==> src/rtl/pin_conditioner.sv <==
// Synchronizes, debounces and edge-detects raw board pins, and reports the edges through a valid/ready event mask.
// Pin latency is SYNC_STAGES+DEBOUNCE_CYCLES-1 edges; pending events are held until acknowledged, and a repeat event on a held bit sets overflow.
module pin_conditioner #(
  parameter int WIDTH           = 8,
  parameter int SYNC_STAGES     = 2,
  parameter int DEBOUNCE_CYCLES = 4
) (
  input  logic             clk,
  input  logic             rst,
  input  logic [WIDTH-1:0] input_pins,
  input  logic [WIDTH-1:0] rise_en,
  input  logic [WIDTH-1:0] fall_en,
  output logic [WIDTH-1:0] pins_out,
  output logic             evt_valid,
  input  logic             evt_ready,
  output logic [WIDTH-1:0] evt_data,
  output logic             evt_overflow,
  output logic             irq
);

  localparam logic [7:0] CNT_MAX = 8'(DEBOUNCE_CYCLES - 1);

  logic [SYNC_STAGES-1:0][WIDTH-1:0] sync_q;
  logic [WIDTH-1:0] synced;
  logic [WIDTH-1:0] stable;
  logic [WIDTH-1:0] accept;
  logic [WIDTH-1:0] new_evt;
  logic [WIDTH-1:0] pending;
  logic [WIDTH-1:0] pending_next;
  logic [7:0]       cnt      [WIDTH];
  logic [7:0]       cnt_next [WIDTH];
  logic             overflow;
  logic             overflow_next;
  logic             handshake;

  assign synced = sync_q[SYNC_STAGES-1];

  // A bit is accepted on the edge its counter has already seen DEBOUNCE_CYCLES-1 differing cycles.
  always_comb begin
    accept = '0;
    for (int i = 0; i < WIDTH; i++) begin
      cnt_next[i] = 8'd0;
      if (synced[i] != stable[i]) begin
        if (cnt[i] == CNT_MAX) begin
          accept[i] = 1'b1;
        end else begin
          cnt_next[i] = cnt[i] + 8'd1;
        end
      end
    end
  end

  assign new_evt   = accept & ((synced & rise_en) | (~synced & fall_en));
  assign handshake = evt_valid & evt_ready;

  // New events win over a same-edge acknowledge; overflow only counts losses on un-acknowledged bits.
  assign pending_next  = (handshake ? '0 : pending) | new_evt;
  assign overflow_next = handshake ? 1'b0 : (overflow | (|(new_evt & pending)));

  always_ff @(posedge clk or posedge rst) begin
    if (rst) begin
      sync_q   <= '0;
      stable   <= '0;
      pending  <= '0;
      overflow <= 1'b0;
      for (int i = 0; i < WIDTH; i++) begin
        cnt[i] <= 8'd0;
      end
    end else begin
      sync_q   <= {sync_q[SYNC_STAGES-2:0], input_pins};
      stable   <= stable ^ accept;
      pending  <= pending_next;
      overflow <= overflow_next;
      for (int i = 0; i < WIDTH; i++) begin
        cnt[i] <= cnt_next[i];
      end
    end
  end

  assign pins_out     = stable;
  assign evt_data     = pending;
  assign evt_valid    = |pending;
  assign evt_overflow = overflow;
  assign irq          = evt_valid | overflow;

endmodule

==> config.mk <==
export PLATFORM = sky130hd
export DESIGN_NAME = pin_conditioner
export DESIGN_NICKNAME = d
export VERILOG_FILES = /design/src/rtl/pin_conditioner.sv
export SDC_FILE = /design/constraint.sdc
export NUM_CORES = 1
export LEC_CHECK = 0
export ABC_AREA = 1
export BUFFER_PORTS_ARGS = -buffer_cell sky130_fd_sc_hd__clkbuf_2
export CORE_ASPECT_RATIO = 1.1
export CORE_UTILIZATION = 60
export DETAILED_ROUTE_END_ITERATION = 10
export PLACE_DENSITY_LB_ADDON = 0.2
export SYNTH_ARGS = -nofsm -noshare
export SYNTH_HDL_FRONTEND = slang
export SYNTH_SLANG_ARGS = --single-unit
export TNS_END_PERCENT = 5
==> constraint.sdc <==
create_clock -name clk -period 6.5 [get_ports clk]
set_input_delay 0.65 -clock clk [delete_from_list [all_inputs] [get_ports clk]]
set_output_delay 0.65 -clock clk [all_outputs]
set_load 0.02 [all_outputs]
Word level (Yosys, flattened, before mapping)
Index checks and enable logic that the tools add are counted.
Widths: inputs -> output; s select.
{"block": "word_totals", "ff_bits": 97, "inputBits": 27, "wordCells": 84}
{"block": "op_classes", "mux": 34, "addsub": 8, "reduce_logical": 2, "bitwise_logic": 11, "eq_ne": 16}
{"cell": "$mux 8", "n": 17}
{"cell": "$add 8x1->8 const B", "n": 8}
{"cell": "$eq 8x2->1 const B", "n": 8}
{"cell": "$and 8x8->8", "n": 4}
{"cell": "$mux 1", "n": 17}
{"cell": "$or 8x8->8", "n": 2}
{"cell": "$reduce_or 8->1", "n": 2}
{"cell": "$ne 1x1->1", "n": 8}
{"cell": "$not 8->8", "n": 1}
{"cell": "$xor 8x8->8", "n": 1}
{"cell": "$or 1x1->1", "n": 2}
{"cell": "$and 1x1->1", "n": 1}

Longest topological paths before layout
Gate-level depths: netlist (run 1).
{"block": "logic_depth", "word_depth": 8, "mapped_depth": 11, "depth_no_buf": 11}

Worst setup path after synthesis (run 1)
No wires, ideal clock.
{"block": "synth_path", "path_kind": "flip-flop to output port", "startpoint": "register pending[7] (netlist: evt_data[7])", "endpoint": "output port irq", "t_arrival_ns": 0.956, "n_path_buf": 0, "required_time_ns": 5.850, "path_slack_ns": 4.894, "path_stages_with_launch": 5, "cell_sequence": "dfrtp_1 > nor2_1 > nand3_1 > nor2_1 > nand2_1"}
{"block": "synth_between", "elab_chain_cells": 2}
{"item": "from (decl)", "line_no": "28", "text": "logic [WIDTH-1:0] pending;"}
{"item": "from (signal assigned)", "line_no": "72", "text": "pending <= pending_next;"}
{"item": "$reduce_or 8->1", "line_no": "82", "text": "assign evt_valid = |pending;"}
{"item": "$or 1x1->1", "line_no": "84", "text": "assign irq = evt_valid | overflow;"}
{"item": "to (decl)", "line_no": "18", "text": "output logic irq"}
Every way passes these cells.

Worst setup path after layout (run 1)
Same ends and word-level chain as after synthesis.

==> impl_results.md, run 1 <==
* Hold Fails Final Rpt at 0
* Cell family with most CP delay: simple AND/OR/NAND/NOR gates
* #FFs+latches synth at 97
* Worst Setup End Kind: output port
* Inserted Clock Buffers at 9
* # diodes at 0
* Pleak at 2.43 nW
* Synthesized cell area at 4410 sq um
* Remaining Overflow, GRT at 0
* Period utilization at 31.8%
* Most used cell, CP: nor2_1
* RSZ-0062 raised after global routing: no
* Synth Area per Inst at 8.61 sq um
* Slew Viols, Final at 0
* Number of port buffers at 45
* Reg clk slew, reported paths at 0.09 ns
* CTS tree: done
* Full die area at 7700 sq um
* Top cell type by total area after synthesis: dfrtp_1
* Dpl hpwl at 6110 microns
* Pwr/cell area at 319 nW/um^2
* Critical Path Max Stage Delay at 0.41 ns
* Antenna violations before repair at 0
* Vias in the first global route at 3481
* Worst slew margin at 49.3%
* Routed len/inst at 12.7 microns
* Root Driver: clkbuf_8
* DRC Markers at 0
* Routed vias/inst at 5.25
* Post-CTS Setup Repair Bufs at 0
* Hold_ws at 0.346 ns
* Synth area leaders: dfrtp_1, nor2_1, nand2_1
* Peak VDD IR at 331 uV
* Pre-Repair DR Iteration Count at 4
* CTS Buffer Depth at 2
* Critical Path AT at 1.42 ns
* GRT Total Usage at 24.3%
* Sequential area share after synthesis at 55.0%
* Library cells used by synthesis at 26
* Setup-failing EPs final at 0
* DRT iter0 DRCs at 140
* Max-cap violations at 0
* Syn nets at 547
* Critical Setup Path Class: reg2out
* Fmax at 483 MHz
* Status: complete, no violations
* Post-cts resize count at 0
* Yosys Warn Count at 0
* Post-route minimum period at 2.07 ns
* # rows at 32
* Syn Inst Count at 512
* Cts hold-fix bufs at 0
* Final setup TNS at 0 ns
* Initial core utilization at 62.6%
* Die height at 91.9 microns
* Die X at 83.7 microns
* Final net count at 604
* Crit-path cells: nor2_1 > nand3_1 > nor2_1 > nand2_1 > clkbuf_2
* Synth top area share at 55.0%
* # fillers at 562
* IO Pins at 46
* Routed wire length at 8350 microns
* Worst Hold Class: reg2reg
* Worst-path fanout max at 4
* CORE AREA at 7050 sq um
* CP bufs+invs at 1
* RePlAce Congestion at 0.815
* Post-Route Skew at 0.0119 ns
* DR vias at 3455
* CP Launch Type: flip-flop
* # clock sinks at 97
* H-Tree Depth at 3
* Worst-Skew Late Latency at 0.36 ns
* First-pass GRT wire length at 14900 microns
* Layout cells sized above 1 at 13.6%
* Final ANT Viol Nets at 0
* Critical path required time at 5.85 ns
* Slowest cell on the critical path: dfrtp_1
* Largest net degree at the start of global routing at 53
* Area grow syn2layout at 11.4%
* Slew @ Worst Pin at 0.760 ns
[state kept, by name (all words and copies together) (netlist names), named ones only]
| signal | cells |
|---|---|
| evt_overflow | 1 |
| sync_q | 8 |
| synced | 8 |
| cnt | 64 |
| evt_data | 8 |
[routing by layer]
layer  GRT usage (%)  part of all wire, %
met4            10.7                  2.5
met3            5.13                  4.0
met1            30.8                   46
met2            40.6                   48
met5               0                    0
[cell type report]
type	count	area [sq um]	area share (%)
Clock inverter	5	33.8	0.688
Tap cell	85	106	2.17
Timing Repair Buffer	46	233	4.74
Clock buffer	10	128	2.60
Sequential cell	97	2430	49.4
Inverter	69	260	5.30
Multi-Input combinational cell	346	1720	35.1
[worst paths after layout]
path | slack, ns | startpoint | to | cells after the start
max | 4.43 | evt_data[7] | irq | 5
min | 0.35 | sync_q[0] | synced[0] | 0
max reg2reg | 5.02 | cnt[0] | evt_overflow | 11
min reg2reg | 0.35 | sync_q[0] | synced[0] | 0
max in group asynchronous | 5.04 | rst | evt_data[0] | 3
min in group asynchronous | 0.37 | rst | cnt[21] | 2
[synthesized netlist by cell type]
| cell type | number |
|---|---|
| a21oi_1 | 9 |
| inv_1 | 69 |
| nor3b_1 | 1 |
| a31o_2 | 2 |
| dfrtp_1 | 97 |
| and3_4 | 1 |
| o22ai_1 | 3 |
| nor2_1 | 119 |
| nand2_1 | 80 |
| nor3_2 | 5 |
| nand3_1 | 41 |
| nand2_2 | 1 |
| a31oi_1 | 2 |
| nor3_1 | 10 |
| and3_1 | 1 |
| o21ai_0 | 23 |
| nand3_2 | 1 |
| nand4_1 | 4 |
| nand4_2 | 1 |
| nor2_2 | 5 |
| xnor2_1 | 9 |
| ha_1 | 8 |
| xor2_1 | 11 |
| a22o_1 | 4 |
| nand3b_1 | 4 |
| nor3b_2 | 1 |
[power by group]
part | internal, mW | switching [mW] | total (mW)
logic | 0.148 | 0.300 | 0.449
clock network | 0.136 | 0.201 | 0.338
registers | 0.692 | 0.0876 | 0.779
total | 0.977 | 0.589 | 1.57
[logic make-up after synthesis]
group                    synth area share [%]
buffers and inverters                    5.87
AO/OA/AOI/OAI                            5.53
adder cells (fa/ha/maj)                  2.27
XOR/XNOR                                 3.97
flip-flops                               55.0
AND/OR/NAND/NOR                          27.3
[stage by stage]
stage,cells,power [mW],setup WS (ns),util [%],cell area [sq um]
2_1_floorplan,512,1.09,3.32,-,4410
3_3_place_gp,643,1.22,4.56,67.4,4750
3_5_place_dp,643,1.24,4.55,67.4,4750
4_1_cts,658,1.57,4.41,69.7,4910
5_1_grt,658,1.67,4.36,69.7,4910
6_report,658,1.57,4.43,69.7,4910
[cells in the final DEF, fill, tap and decap left out, types with 3 or more instances in the layout]
master / n
inv_1: 68
o22ai_1: 3
a22o_1: 4
nor2_2: 5
xnor2_1: 9
o21ai_0: 23
nor2_1: 119
nand4_1: 4
clkinv_2: 3
nand3_1: 41
nor3_2: 5
a21oi_1: 9
dfrtp_1: 97
clkbuf_8: 9
nand2_1: 80
nand3b_1: 4
ha_1: 8
clkbuf_2: 45
nor3_1: 10
xor2_1: 11
Note: power is estimated with default switching activity, not from simulation.
==> run 2, diff against run 1 <==
--- a/config.mk
+++ b/config.mk
@@ -5,10 +5,10 @@
 export SDC_FILE = /design/constraint.sdc
 export NUM_CORES = 1
 export LEC_CHECK = 0
-export ABC_AREA = 1
+export ABC_AREA = 0
 export BUFFER_PORTS_ARGS = -buffer_cell sky130_fd_sc_hd__clkbuf_2
 export CORE_ASPECT_RATIO = 1.1
-export CORE_UTILIZATION = 60
+export CORE_UTILIZATION = 58
 export DETAILED_ROUTE_END_ITERATION = 10
 export PLACE_DENSITY_LB_ADDON = 0.2
 export SYNTH_ARGS = -nofsm -noshare
==> constraint.sdc (replaced) <==
create_clock -name clk -period 2 [get_ports clk]
set_input_delay 0.2 -clock clk [delete_from_list [all_inputs] [get_ports clk]]
set_output_delay 0.2 -clock clk [all_outputs]
set_load 0.02 [all_outputs]
==> run 2 against run 1 <==
  * Cell area rose by 0.64%
  * Count of clock-buffer cells in the layout rose by 2
  * Flip-flop and latch count did not move
  * Non-clock buffer count rose by 13
  * Worst setup slack got worse by 4.3 ns
  * Sequential share of layout area fell by 0.31 points
==> impl_results.md, run 2 <==
* H-Tree Depth at 3
* Yosys Warn Count at 0
* FF-to-FF setup slack at 0.09 ns
* Top FF cell, synth: dfrtp_1
* Met1 Resource Use GR at 29.0%
* Synthesized cell area at 4230 sq um
* Vias in the first global route at 2993
* Antenna violations before repair at 0
* Synth top cells by count: dfrtp_1, nor2_1, xor2_1
* GRT met3 Usage at 4.00%
* Crit path launch: cnt[19]
* Worst slew margin at 66.9%
* Cell with the most instances after synthesis: dfrtp_1
* Synth top area share at 57.4%
* Critical Path Max Stage Delay at 0.56 ns
* Pre-Repair DR Iteration Count at 4
* Final ANT Viol Nets at 0
* Post-CTS Setup Repair Bufs at 0
* GR peak layer: met2
* Worst Hold Class: in2reg
* Max-cap violations at 0
* Final net count at 476
* Post-synth EDFFs at 0
* Pwr/cell area at 1090 nW/um^2
* Library cells used by synthesis at 36
* Fmax at 524 MHz
* Placed Cells at 506
* Inserted Clock Buffers at 9
* CORE AREA at 7050 sq um
* Routed len/inst at 14.6 microns
* CTS tree: done
* RSZ-0062 raised after global routing: yes
* CTS Buffer Depth at 2
* Largest net degree at the start of global routing at 98
* Initial core utilization at 60.0%
* Syn nets at 406
* IO Pins at 46
* Slew @ Worst Pin at 0.497 ns
* Top cell type by total area after synthesis: dfrtp_1
* Synth Area per Inst at 11.4 sq um
* Remaining Overflow, GRT at 0
* Period utilization at 95.5%
* # diodes at 0
* GRT Total Usage at 22.2%
* Worst Reg-to-Reg Cells at 3
* Area grow syn2layout at 16.8%
* Peak VDD IR at 763 uV
* Number of port buffers at 45
* Reg clk slew, reported paths at 0.08 ns
* Critical path required time at 2.24 ns
* Die X at 83.4 microns
* Critical Setup Path Class: reg2reg
* Post-Route Skew at 0.00747 ns
* Critical Path AT at 2.15 ns
* Slowest cell on the critical path: or4_4
* Synth async-reset ratio at 100%
* Commonest cells after routing, fill and taps aside: dfrtp_1, nor2_1, xor2_1
* Crit-path cells: or4_4 > or4b_4 > mux2_4
* DRC Markers at 0
* CP Launch Type: flip-flop
* Post-route minimum period at 1.91 ns
* DRT iter0 DRCs at 100
* Commonest non-fill, non-tap cell in the layout: dfrtp_1
* Full die area at 7640 sq um
* Setup-failing EPs final at 0
* Layout cells sized above 1 at 19.8%
* Die height at 91.6 microns
* Synth area leaders: dfrtp_1, xor2_1, nor2_1
* Root Driver: clkbuf_8
* RR Startpoint: cnt[19]
* RePlAce Congestion at 0.865
* Met2 Usage GRT at 36.1%
* Hold Path Stages at 2
* Sequential area share after synthesis at 57.4%
* First-pass GRT wire length at 13300 microns
* Final setup margin at 0.0904 ns
* Final Non-Filler Cells at 530
* Dpl ws at -0.0445 ns
* Routed vias/inst at 5.53
* #FFs+latches synth at 97
* Hold Fails Final Rpt at 0
* Slew Viols, Final at 0
* Biggest register: cnt
* Pleak at 2.44 nW
* Routed wire length at 7720 microns
* Max FFs per register at 64
* # rows at 32
* # clock sinks at 97
* Status: complete, no violations
* Worst-Skew Late Latency at 0.36 ns
* Syn Inst Count at 371
* Worst-path fanout max at 4
* DR vias at 2929
* Worst Setup End Kind: flip-flop
* Dpl hpwl at 5420 microns
## run 2: kinds of logic after synthesis
group | share of synthesized area [%]
buf+inv | 0.444
flops | 57.4
fa+ha+maj | 2.37
compound gates | 4.14
mux | 2.22
xor+xnor | 11.6
simple gates | 21.9
## run 2: repair_timing
action / CTS / global route
resized for setup: 1 / 7
endpoints found under the hold margin: 35 / 0
hold buffers: 9 / 0
setup endpoints to repair: 1 / 13
pin swaps: 0 / 1
## run 2: layout make-up
class | count | area (sq um)
flip-flops and latches | 97 | 2430
fillers | 520 | 2100
multi-input cells | 269 | 1810
repair buffers | 59 | 365
clock buffers | 12 | 145
well taps | 85 | 106
clock inverters | 3 | 65.1
inverters | 5 | 22.5
## run 2: layer usage
| metal | vias to the layer above | share of wire, % |
|---|---|---|
| li1 | 1430 | - |
| met1 | 1438 | 46 |
| met2 | 51 | 49 |
| met3 | 10 | 3.3 |
| met4 | 0 | 1.6 |
| met5 | - | 0 |
## run 2: worst min path at each step
stage | start | end
after floorplan | input_pins[0] | sync_q[0]
after global placement | input_pins[5] | sync_q[5]
after detailed placement | input_pins[2] | sync_q[2]
after CTS | evt_ready | evt_overflow
after global routing | evt_ready | evt_overflow
final | evt_ready | evt_overflow
## run 2: where the power goes
part / total, mW / internal [mW] / switching [mW]
Clock: 1.35 / 0.731 / 0.623
Sequential: 2.62 / 2.26 / 0.357
Combinational: 1.44 / 0.607 / 0.831
## run 2: per-stage QoR
step | total power, mW | instance area, sq um | TNS (ns) | hold WS (ns) | utilization [%]
2_1_floorplan | 3.57 | 4240 | 0 | 0.231 | -
5_1_grt | 5.74 | 4940 | -0.0252 | 0.0832 | 70.2
3_5_place_dp | 4.06 | 4620 | -0.0445 | 0.310 | 65.5
3_3_place_gp | 4.00 | 4620 | 0 | 0.310 | 65.5
4_1_cts | 5.44 | 4920 | 0 | 0.0781 | 69.9
6_report | 5.41 | 4940 | 0 | 0.0905 | 70.2
## run 2: critical path, delay by kind of cell (launching register included)
family / cells / cell delay, ns
muxes: 1 / 0.30
and+or+nand+nor: 2 / 1.07
DFF: 1 / 0.42
==> run 3, diff against run 2 <==
==> constraint.sdc (replaced) <==
create_clock -name clk -period 2 [get_ports clk]
set_input_delay 0.1 -clock clk [delete_from_list [all_inputs] [get_ports clk]]
set_output_delay 0.1 -clock clk [all_outputs]
set_load 0.02 [all_outputs]
==> run 3 against run 2 <==
  * Critical path type unchanged
  * Largest cell class unchanged
  * Worst hold slack improved by 0.070 ns
  * Flip-flop and latch count did not move
  * Via count fell by 0.38%
==> impl_results.md, run 3 (synthesis results as in run 2) <==
* Antenna violations before repair at 0
* Post-route minimum period at 1.91 ns
* Vias in the first global route at 2970
* Reg power frac at 48.4%
* Area of the multi-input gates at 1810 sq um
* Root Driver: clkbuf_8
* Commonest non-fill, non-tap cell in the layout: dfrtp_1
* Worst Hold Class: in2reg
* Setup-failing EPs final at 0
* Pre-Repair DR Iteration Count at 4
* Post-CTS Setup Repair Bufs at 0
* Biggest register: cnt
* CP Launch Type: flip-flop
* H-Tree Depth at 3
* Max-cap violations at 0
* CTS tree: done
* Placed Cells at 506
* IO Pins at 46
* Status: complete, no violations
* Layout cells sized above 1 at 19.7%
* Worst-Skew Late Latency at 0.35 ns
* Sw Ratio at 33.5%
* Critical path required time at 2.24 ns
* DR vias at 2918
* RePlAce Congestion at 0.865
* Slew Viols, Final at 0
* Slew @ Worst Pin at 0.503 ns
* Routed wire length at 7700 microns
* # clock sinks at 97
* Final Util at 70.3%
* Final ANT Viol Nets at 0
* CORE AREA at 7050 sq um
* Period utilization at 95.5%
* Combinational Power Share at 26.6%
* Commonest cells after routing, fill and taps aside: dfrtp_1, nor2_1, xor2_1
* DRC Markers at 0
* Number of port buffers at 45
* Remaining Overflow, GRT at 0
* Pwr/cell area at 1090 nW/um^2
* DRT iter0 DRCs at 153
* Inserted Clock Buffers at 9
* Register area at 2430 sq um
* Final Non-Filler Cells at 531
* Hold Fails Final Rpt at 0
* # fillers at 515
* Routed len/inst at 14.5 microns
* Max FFs per register at 64
* Internal at 3.60 mW
* CTS Buffer Depth at 2
* Worst-path fanout max at 4
* # diodes at 0
* Post-Route Skew at 0.00729 ns
* Fmax at 523 MHz
* Pwr Total at 5.41 mW
* Full die area at 7640 sq um
* Worst Setup End Kind: flip-flop
* GRT Total Usage at 22.1%
* RSZ-0062 raised after global routing: yes
* Peak VDD IR at 763 uV
* Dpl hpwl at 5420 microns
* Die X at 83.4 microns
* Largest net degree at the start of global routing at 98
* # rows at 32
* Initial core utilization at 60.0%
* Critical Path AT at 2.15 ns
* Routed vias/inst at 5.50
* Die height at 91.6 microns
* Final net count at 477
* Worst slew margin at 66.5%
* Sw Pwr at 1.81 mW
* Area grow syn2layout at 17.1%
* Critical Setup Path Class: reg2reg
* Reg clk slew, reported paths at 0.08 ns
* Pleak at 2.45 nW
* Clk network pwr share at 25.0%
* First-pass GRT wire length at 13200 microns
run 3: cell count changes in the layout (fill, tap and decap cells not counted):
cell,before,now
dlygate4sd3_1,9,10
run 3: layer usage:
metal | up-vias | routed length (microns) | track usage [%]
met5 | - | 0 | 0
met1 | 1423 | 3510 | 29.1
met3 | 10 | 240 | 3.82
met4 | 0 | 147 | 10.7
li1 | 1431 | - | -
met2 | 54 | 3800 | 35.9
run 3: worst max-delay path, cell delays in order, from the launching register on:
cell,delay [ns]
dfrtp_1,0.42
or4_4,0.57
or4b_4,0.51
mux2_4,0.30
run 3: final timing paths:
check	slack, ns	to	depth (start not counted)	from
setup / recovery	0.09	flip-flop	3	cnt[19]
hold / removal	0.16	evt_data[5]	4	fall_en[5]
setup reg to reg	0.09	flip-flop	3	cnt[19]
hold reg to reg	0.36	synced[0]	0	sync_q[0]
max in group asynchronous	1.19	cnt[47]	4	rst
min in group asynchronous	0.41	cnt[24]	4	rst
run 3: area by class of cell:
cell class              count  share of cell area (%)
clock buffers              12                    2.93
clock inverters             3                    1.31
inverters                   5                   0.455
multi-input cells         269                    36.6
flip-flops and latches     97                    49.0
well taps                  85                    2.15
repair buffers             60                    7.58
run 3: repair_timing:
action,CTS,global route
resized for setup,1,7
pin swaps,0,1
endpoints found under the setup margin,1,13
endpoints found under the hold margin,108,0
hold buffers,10,0
run 3: through the flow:
stage / setup slack (ns) / instance area [sq um] / setup TNS [ns] / hold slack (ns)
after global routing: -0.0195 / 4950 / -0.0252 / 0.171
after CTS: 0.00597 / 4930 / 0 / 0.120
after detailed placement: -0.0445 / 4620 / -0.0445 / 0.210
after global placement: 0.106 / 4620 / 0 / 0.210
after floorplan: 0.106 / 4240 / 0 / 0.131
final: 0.0892 / 4950 / 0 / 0.160
run 3: power groups by stage:
stage                     Clock [mW]  Sequential (mW)  Combinational [mW]
after floorplan                    0             2.71               0.867
after global placement             0             2.63                1.37
after detailed placement           0             2.65                1.41
after CTS                       1.38             2.62                1.44
after global routing            1.46             2.68                1.60
final                           1.35             2.62                1.44
